File: src/rtl/router_pkg.sv
`default_nettype none
// ============================================================================
// Module      : router_pkg
// Description : Shared constants and types for the router synchronizer block.
//               NUM_PORTS destination FIFOs, ADDR_W-bit header address,
//               TIMEOUT unread cycles before a FIFO flush.
// Revision    : 1.0 - initial release
// ============================================================================
package router_pkg;

    localparam int NUM_PORTS = 3;
    localparam int ADDR_W    = 2;
    localparam int TIMEOUT   = 30;

    // Counter width for the per-port timeout (counts 0 .. TIMEOUT-1).
    localparam int CNT_W = $clog2(TIMEOUT);

    // Header address that does not map to any FIFO with three ports.
    localparam logic [ADDR_W-1:0] INVALID_ADDR = 2'b11;

    typedef logic [NUM_PORTS-1:0] port_vec_t;

endpackage : router_pkg
`default_nettype wire

File: src/rtl/router_sync_timer.sv
`default_nettype none
// ============================================================================
// Module      : router_sync_timer
// Description : One destination port's read timeout. While data is available
//               and not being read, counts sampled edges; on the TIMEOUT-th
//               consecutive such edge a one-cycle soft_reset pulse is issued
//               and counting restarts from zero.
// Ports       : clk        - system clock
//               resetn     - synchronous active-low reset
//               valid_out  - port has data available for the destination
//               read_enb   - destination is reading this cycle
//               soft_reset - registered one-cycle FIFO flush pulse
// Revision    : 1.0 - initial release
// ============================================================================
module router_sync_timer
    import router_pkg::*;
#(
    parameter int TIMEOUT_CYC = TIMEOUT
) (
    input  logic clk,
    input  logic resetn,
    input  logic valid_out,
    input  logic read_enb,
    output logic soft_reset
);

    localparam int                  C_CNT_W = $clog2(TIMEOUT_CYC);
    localparam logic [C_CNT_W-1:0] C_LAST  = C_CNT_W'(TIMEOUT_CYC - 1);
    localparam logic [C_CNT_W-1:0] C_ONE   = C_CNT_W'(1);

    logic [C_CNT_W-1:0] r_cnt;
    logic               r_soft_reset;

    always_ff @(posedge clk) begin
        if (!resetn) begin
            r_cnt        <= '0;
            r_soft_reset <= 1'b0;
        end else if (!valid_out || read_enb) begin
            // Nothing pending or the destination is draining: restart.
            r_cnt        <= '0;
            r_soft_reset <= 1'b0;
        end else if (r_cnt == C_LAST) begin
            r_cnt        <= '0;
            r_soft_reset <= 1'b1;
        end else begin
            r_cnt        <= r_cnt + C_ONE;
            r_soft_reset <= 1'b0;
        end
    end

    assign soft_reset = r_soft_reset;

endmodule : router_sync_timer
`default_nettype wire

File: src/rtl/router_sync.sv
`default_nettype none
// ============================================================================
// Module      : router_sync
// Description : Glue between the router FSM, the destination FIFOs and the
//               destination read interfaces. Latches the header address,
//               steers the FSM write strobe to the addressed FIFO, reports
//               that FIFO's full flag, derives valid_out from FIFO empty flags
//               and runs a per-port read timeout that flushes stale FIFOs.
// Ports       : clk           - system clock
//               resetn        - synchronous active-low reset
//               detect_add    - header present on data_in, latch address
//               data_in       - header address field
//               write_enb_reg - FSM request to write current byte
//               full          - per-FIFO full flags
//               empty         - per-FIFO empty flags
//               read_enb      - per-port destination read enables
//               write_enb     - one-hot FIFO write enables
//               fifo_full     - full flag of the addressed FIFO
//               valid_out     - per-port data-available flags
//               soft_reset    - per-FIFO one-cycle flush pulses
// Revision    : 1.0 - initial release
// ============================================================================
module router_sync
    import router_pkg::*;
(
    input  logic              clk,
    input  logic              resetn,
    input  logic              detect_add,
    input  logic [ADDR_W-1:0] data_in,
    input  logic              write_enb_reg,
    input  port_vec_t         full,
    input  port_vec_t         empty,
    input  port_vec_t         read_enb,
    output port_vec_t         write_enb,
    output logic              fifo_full,
    output port_vec_t         valid_out,
    output port_vec_t         soft_reset
);

    // One extra bit so NUM_PORTS itself is representable in the compare.
    localparam logic [ADDR_W:0] C_NUM_PORTS = (ADDR_W + 1)'(NUM_PORTS);

    logic [ADDR_W-1:0] r_addr;
    logic              r_addr_vld;
    port_vec_t         w_write_enb;
    logic              w_fifo_full;
    port_vec_t         w_valid_out;

    // ------------------------------------------------------------------
    // Address latch. The write path always uses the previously latched
    // address, so a header and a write in the same cycle go to the old port.
    // ------------------------------------------------------------------
    always_ff @(posedge clk) begin
        if (!resetn) begin
            r_addr     <= '0;
            r_addr_vld <= 1'b0;
        end else if (detect_add) begin
            r_addr     <= data_in;
            r_addr_vld <= ({1'b0, data_in} < C_NUM_PORTS);
        end
    end

    // ------------------------------------------------------------------
    // Write steering and full reporting. An unroutable address leaves all
    // enables low and reports not-full so the FSM can drop the packet.
    // ------------------------------------------------------------------
    always_comb begin
        w_write_enb = '0;
        w_fifo_full = 1'b0;
        for (int i = 0; i < NUM_PORTS; i++) begin
            if (r_addr_vld && (r_addr == ADDR_W'(i))) begin
                w_write_enb[i] = write_enb_reg;
                w_fifo_full    = full[i];
            end
        end
    end

    assign w_valid_out = ~empty;

    assign write_enb = w_write_enb;
    assign fifo_full = w_fifo_full;
    assign valid_out = w_valid_out;

    // ------------------------------------------------------------------
    // Independent per-port read timeouts.
    // ------------------------------------------------------------------
    generate
        for (genvar g = 0; g < NUM_PORTS; g++) begin : g_port_timer
            router_sync_timer #(
                .TIMEOUT_CYC (TIMEOUT)
            ) u_timer (
                .clk        (clk),
                .resetn     (resetn),
                .valid_out  (w_valid_out[g]),
                .read_enb   (read_enb[g]),
                .soft_reset (soft_reset[g])
            );
        end
    endgenerate

endmodule : router_sync
`default_nettype wire

File: config.mk
export PLATFORM = sky130hd
export DESIGN_NAME = router_sync
export DESIGN_NICKNAME = d
export VERILOG_FILES = /design/src/rtl/router_pkg.sv /design/src/rtl/router_sync_timer.sv /design/src/rtl/router_sync.sv
export SDC_FILE = /design/constraint.sdc
export NUM_CORES = 1
export LEC_CHECK = 0
export CAP_MARGIN = 25
export CORE_MARGIN = 3
export CORE_UTILIZATION = 41
export CTS_CLUSTER_DIAMETER = 80
export DETAILED_ROUTE_END_ITERATION = 10
export PLACE_DENSITY = 0.78
export SYNTH_ARGS = -nofsm -noshare
export SYNTH_HDL_FRONTEND = slang
export SYNTH_SLANG_ARGS = --single-unit
File: constraint.sdc
create_clock -name clk -period 1 [get_ports clk]
set_clock_uncertainty 0.15 [all_clocks]
set_input_delay 0.15 -clock clk [delete_from_list [all_inputs] [get_ports clk]]
set_output_delay 0.15 -clock clk [all_outputs]
set_load 0.02 [all_outputs]
---- Word level (Yosys, flattened, before mapping) ----
Cells that the tools add are included.
Widths: inputs -> output; s select.
cells by class
  $add $sub $neg .......................... 3
  order comparisons ....................... 1
  equality and inequality tests ........... 5
  muxes and demuxes ....................... 9
  bitwise operators ....................... 2
  reductions and logical operators ........ 16
operators with widths
  operator             number
  $add 5x1->5 const B  3
  $eq 5x5->1 const B   3
  $mux 1               9
  $reduce_or 3->1      3
  $reduce_or 2->1      3
  $logic_and 1x1->1    3
  $logic_not 1->1      3
  $logic_or 1x1->1     3
  $not 3->3            1
  $eq 2x1->1 const B   1
  $eq 2x2->1 const B   1
  $logic_not 2->1      1
  $lt 2x2->1 const B   1
  $not 1->1            1
word-level totals
  flip-flop bits (word level) ............. 21
  output and inout port bits .............. 10
  logic and storage cells ................. 44

---- Depth between registers and ports, before layout ----
Gate-level depths: netlist of run 1.
  depth after elaboration ................. 5
  depth in mapped cells ................... 5

---- Hierarchy ----
Synthesis of run 1 repeated with hierarchy kept, for this count alone.
unflattened totals
  cell total of the unflattened synthesis .. 90
  area total of the unflattened synthesis .. 884.6 um^2
by module, submodules not included
  module             times used  cells each  area an instance (um^2)  seq. area each (um^2)
  router_sync_timer  3           23          236.5                    120.1
  router_sync        1           21          175.2                    60.1

---- Worst setup path before layout of run 1 ----
Ideal clock, no wire load.
  path type ............................... register -> output
  start point ............................. register r_addr_vld
  end point ............................... output port write_enb[1]
  arrival ................................. 929 ps
  data required time ...................... 700 ps
  slack ................................... -229 ps
  cell stages (with the launch flop) ...... 3
  cells stage by stage .................... dfxtp_1 -> nand2_1 -> nor3b_1
between the ends
  word-level cells in the longest chain between the ends .. 2
RTL lines
  what                      RTL line           RTL
  start: declaration        router_sync.sv:44  logic r_addr_vld;
  start signal: assignment  router_sync.sv:59  r_addr_vld <= ({1'b0, data_in} < C_NUM_PORTS);
  $logic_and 1x1->1         router_sync.sv:71  if (r_addr_vld && (r_addr == ADDR_W'(i))) begin
  $mux 1                    router_sync.sv:71
  end: declaration          router_sync.sv:34  output port_vec_t write_enb,
No other way between the ends.

---- Worst setup path in the final report of run 1 ----
  start point ............................. register r_addr[0]
  end point ............................... output port fifo_full
between the ends
  word-level cells in the longest chain between the ends .. 5
  elaborated cells on any way between the ends .. 9
  classes of those cells .................. eq/ne: 2; mux: 3; reduce/logical: 4
RTL lines
  what                      RTL line           RTL
  start: declaration        router_sync.sv:43  logic [ADDR_W-1:0] r_addr;
  start signal: assignment  router_sync.sv:58  r_addr <= data_in;
  $logic_not 2->1           router_sync.sv:71
  $logic_and 1x1->1         router_sync.sv:71
  $mux 1 (2 in series)      router_sync.sv:71
  $mux 1 *                  router_sync.sv:71
  end: declaration          router_sync.sv:35  output logic fifo_full,
Mark *: on every way between the ends. The rest lies on a longest branch, timed or not.

==> results of run 1 <==
[layout by cell type (no fill, tap or decap), types with 2 or more instances in the layout]
| master | n |
|---|---|
| buf_4 | 17 |
| nor2_1 | 16 |
| clkdlybuf4s50_1 | 10 |
| dfxtp_1 | 9 |
| buf_6 | 8 |
| dfxtp_2 | 7 |
| xor2_1 | 6 |
| ha_4 | 6 |
| nand3_1 | 5 |
| dfxtp_4 | 5 |
| inv_2 | 3 |
| inv_1 | 3 |
| mux2i_1 | 3 |
| nand4_1 | 3 |
| nand3_2 | 3 |
| xnor2_1 | 3 |
| nor2b_1 | 3 |
| clkbuf_4 | 3 |
| dlygate4sd2_1 | 3 |
| nor3b_4 | 2 |
| nor4b_2 | 2 |
[repair_timing]
item,in CTS,in global routing
gates cloned,0,0
endpoints found under the setup margin,28,26
pin swaps,8,7
gates resized for setup,72,2
setup buffers,3,0
[synth_stat cells (3+ instances only)]
| library cell | number |
|---|---|
| nand4_1 | 3 |
| xor2_1 | 6 |
| nand3_1 | 8 |
| xnor2_1 | 3 |
| dfxtp_1 | 21 |
| ha_1 | 6 |
| buf_4 | 6 |
| nor2b_1 | 3 |
| inv_1 | 6 |
| nor2_1 | 17 |
| mux2i_1 | 3 |
[power by group through the flow]
stage	registers, uW	clock network (uW)	logic (uW)
after floorplan	889	0	83.0
after global placement	888	0	203
after detailed placement	889	0	206
after CTS	865	419	212
after global routing	868	471	227
final	865	393	209
[flip-flops by register name (all words and copies together) (netlist names)]
register / count
g_port_timer.u_timer.soft_reset: 3
r_addr: 2
r_addr_vld: 1
g_port_timer.u_timer.r_cnt: 15
[worst reg2reg max path: cells and delay by family (launching register included)]
family	cells	cell delay (ps)
simple gates	3	410
flops	1	380
fa+ha+maj	1	150
[per-stage QoR]
| step | setup WS, ps | instances |
|---|---|---|
| global route | -582.0 | 159 |
| CTS | -503.0 | 159 |
| floorplan | -57.85 | 95 |
| detailed placement | -831.0 | 152 |
| finish | -468.6 | 159 |
| global placement | -824.1 | 152 |
[cells by family after synthesis]
| group | count (synthesis) |
|---|---|
| buffers and inverters | 12 |
| AO/OA/AOI/OAI | 3 |
| flip-flops | 21 |
| multiplexers | 3 |
| XOR/XNOR | 9 |
| AND/OR/NAND/NOR | 41 |
| adder cells (fa/ha/maj) | 6 |
[layout make-up]
type	count	area [um^2]
clock buffers	3	22.52
fillers	156	595.6
multi-input cells	62	558.0
flip-flops and latches	21	447.9
well taps	27	33.78
clock inverters	1	5.005
repair buffers	39	356.6
inverters	6	22.52
[path summary, 6_finish.rpt]
path / start / to / slack (ps)
max: r_addr[0] / fifo_full / -470
min: empty[0] / g_port_timer[0].u_timer.soft_reset / 80
max reg2reg: g_port_timer[1].u_timer.r_cnt[0] / g_port_timer[1].u_timer.r_cnt[4] / -150
min reg2reg: g_port_timer[1].u_timer.r_cnt[0] / g_port_timer[1].u_timer.r_cnt[0] / 320
[layer usage]
| metal | track usage (%) | up-vias | share of wire (%) |
|---|---|---|---|
| met1 | 16.27 | 341 | 41 |
| li1 | - | 388 | - |
| met2 | 25.71 | 19 | 50 |
| met4 | 8.936 | 0 | 2.2 |
| met5 | 0 | - | 0 |
| met3 | 2.817 | 4 | 7.3 |
==> impl_metrics.csv, run 1 <==
group,metric,value,unit
worst_hold_path,hold_path_class,"in -> reg",
pwr,cellLeakagePower,0.0005711,uW
synth,netlist_area,915.9,um^2
pwr,p_seq_share,59.0,%
synth,ys_warn_count,0,
outcome,status,"finished, violations left",
setup_path,cp-end-kind,"primary output",
setup_path,cp_slowest_stage_delay,380,ps
synth,synth_cell_types,22,
synth,synth-xor-area-share,8.607,%
sta,layout_setup_ws,-468.6,ps
pwr,switching_share,23.68,%
synth,synth_top_family_by_area,"simple AND/OR/NAND/NOR gates",
sta,rsz0062_at_grt,"yes",
synth,avgSynthCellArea,9.641,um^2
final_layout,utilization,70.83,%
final_layout,nNetsFinal,154,
route,viasPerCell,4.730,
floorplanning,rows,16,
floorplanning,core,0.002042,mm^2
sta,post-route-period-util,146.9,%
worst_hold_path,whs_path_depth,3,
sta,slew_viol_final,0,
global_route,grt_first_pass_wirelength,3029,um
global_route,grt_antenna_before_repair,0,
synth,synth_simple_gate_area_share,24.86,%
run,maxCapViolCount,0,
synth,synth-main-ff-cell,"dfxtp_1",
route,drc_errors,0,
pwr,pwr-share-comb,14.2,%
synth,synthTopCellsByArea,"dfxtp_1, ha_1, nor2_1, xor2_1, buf_4",
sta,fin_setup_tns,-3948,ps
final_layout,drive_gt1_share,47.73,%
placed_design,dp_hpwl,1365,um
synth,syn_nets,116,
setup_path,path_class,"reg -> out",
setup_path,crit_path_start_kind,"flip-flop",
floorplanning,start_util,44.85,%
pwr,max-vdd-ir-drop,790.7,uV
clocking,cts_max_path_buffers,2,
setup_path,path_depth,4,
outcome,failed_checks,"setup timing",
synth,synth_edf_count,0,
route,num_vias,752,
global_route,grt_max_degree,13,
sta,min_period,1469,ps
global_route,grt_overflow,0,
synth,synth_mux_area_share,3.279,%
sta,holdWs,77.51,ps
setup_path,crit_chain,"mux2i_1 -> o21ai_1 -> and2_4 -> buf_6",
floorplanning,die_y,53.27,um
setup_path,cp_top_family,"flip-flops",
pwr,p_sw,347.3,uW
global_route,grt_pass1_vias,750,
clocking,cts_hold_buf,0,
synth,synth_fa_ha_area_share,8.197,%
route,wl_per_cell,10.89,um
final_layout,diodes,0,
pwr,internal_power,1120,uW
route,drt_first_iter_violations,3,
sta,setup_violations,25,
clocking,cts_tree,"done",
global_route,grtUsageTotal,14.77,%
synth,yosysTopAreaCell,"dfxtp_1",
synth,netlist.area_leader.share,45.90,%
synth,synth_cells,95,
sta,worst_pin_slew,178.6,ps
pwr,clock_power_share,26.8,%
synth,yosysSeqAreaShare,45.90,%
setup_path,critical_path_required,700,ps
floorplanning,fp.dieW,53.27,um
final_layout,fin_area,0.001446,mm^2
clocking,cts_buffers,3,
clocking,root_buffer,"clkbuf_4",
final_layout,area_delta_synth_final,57.92,%
floorplanning,dieArea,0.002837,mm^2
setup_path,cp_slowest_cell,"dfxtp_4",
synth,synth_compound_area_share,1.776,%
synth,async_flop_share,0,%
pwr,design_power_total,1467,uW
setup_path,r2r_cells,4,
placed_design,dpl-instance-area,0.001346,mm^2
route,drtAntennaViolNets,0,
setup_path,cp.arrival,1170,ps
sta,timing.fmax,680.9,MHz
clocking,cts.clk_slew.worst_paths,110,ps
floorplanning,io-pin-count,25,
clocking,clock_latency,300,ps
clocking,cts_sinks,21,
placed_design,io_buffers,24,
setup_path,crit_fanout,4,
setup_path,cp_num_buf_inv,1,
sta,slew_headroom,88.04,%
route,drtPass1Iterations,2,
route,finalWirelength,1732,um
pwr,p_per_area,1014,mW/mm^2
clocking,htreeDepth,1,
sta,finalHoldViolCount,0,
placed_design,gp_congestion,0.6002,
synth,synth_seq_cells,21,
Note: power is estimated with default switching activity, not from simulation.
==> run 2, diff against run 1 <==
Settings changed: CTS_CLUSTER_DIAMETER 80 to default.
==> results of run 2 <==
No change in the layout: final DEF, timing and power equal those of run 1.
==> run 3, diff against run 2 <==
Settings changed: MAX_ROUTING_LAYER from default to met4.
==> results of run 3 <==
No change in the layout: final DEF, timing and power equal those of run 1.
Main changes from that run: final weighted congestion in routability-driven placement 0.6002 -> 0.6040; overall routing resource usage 14.77% -> 15.14%
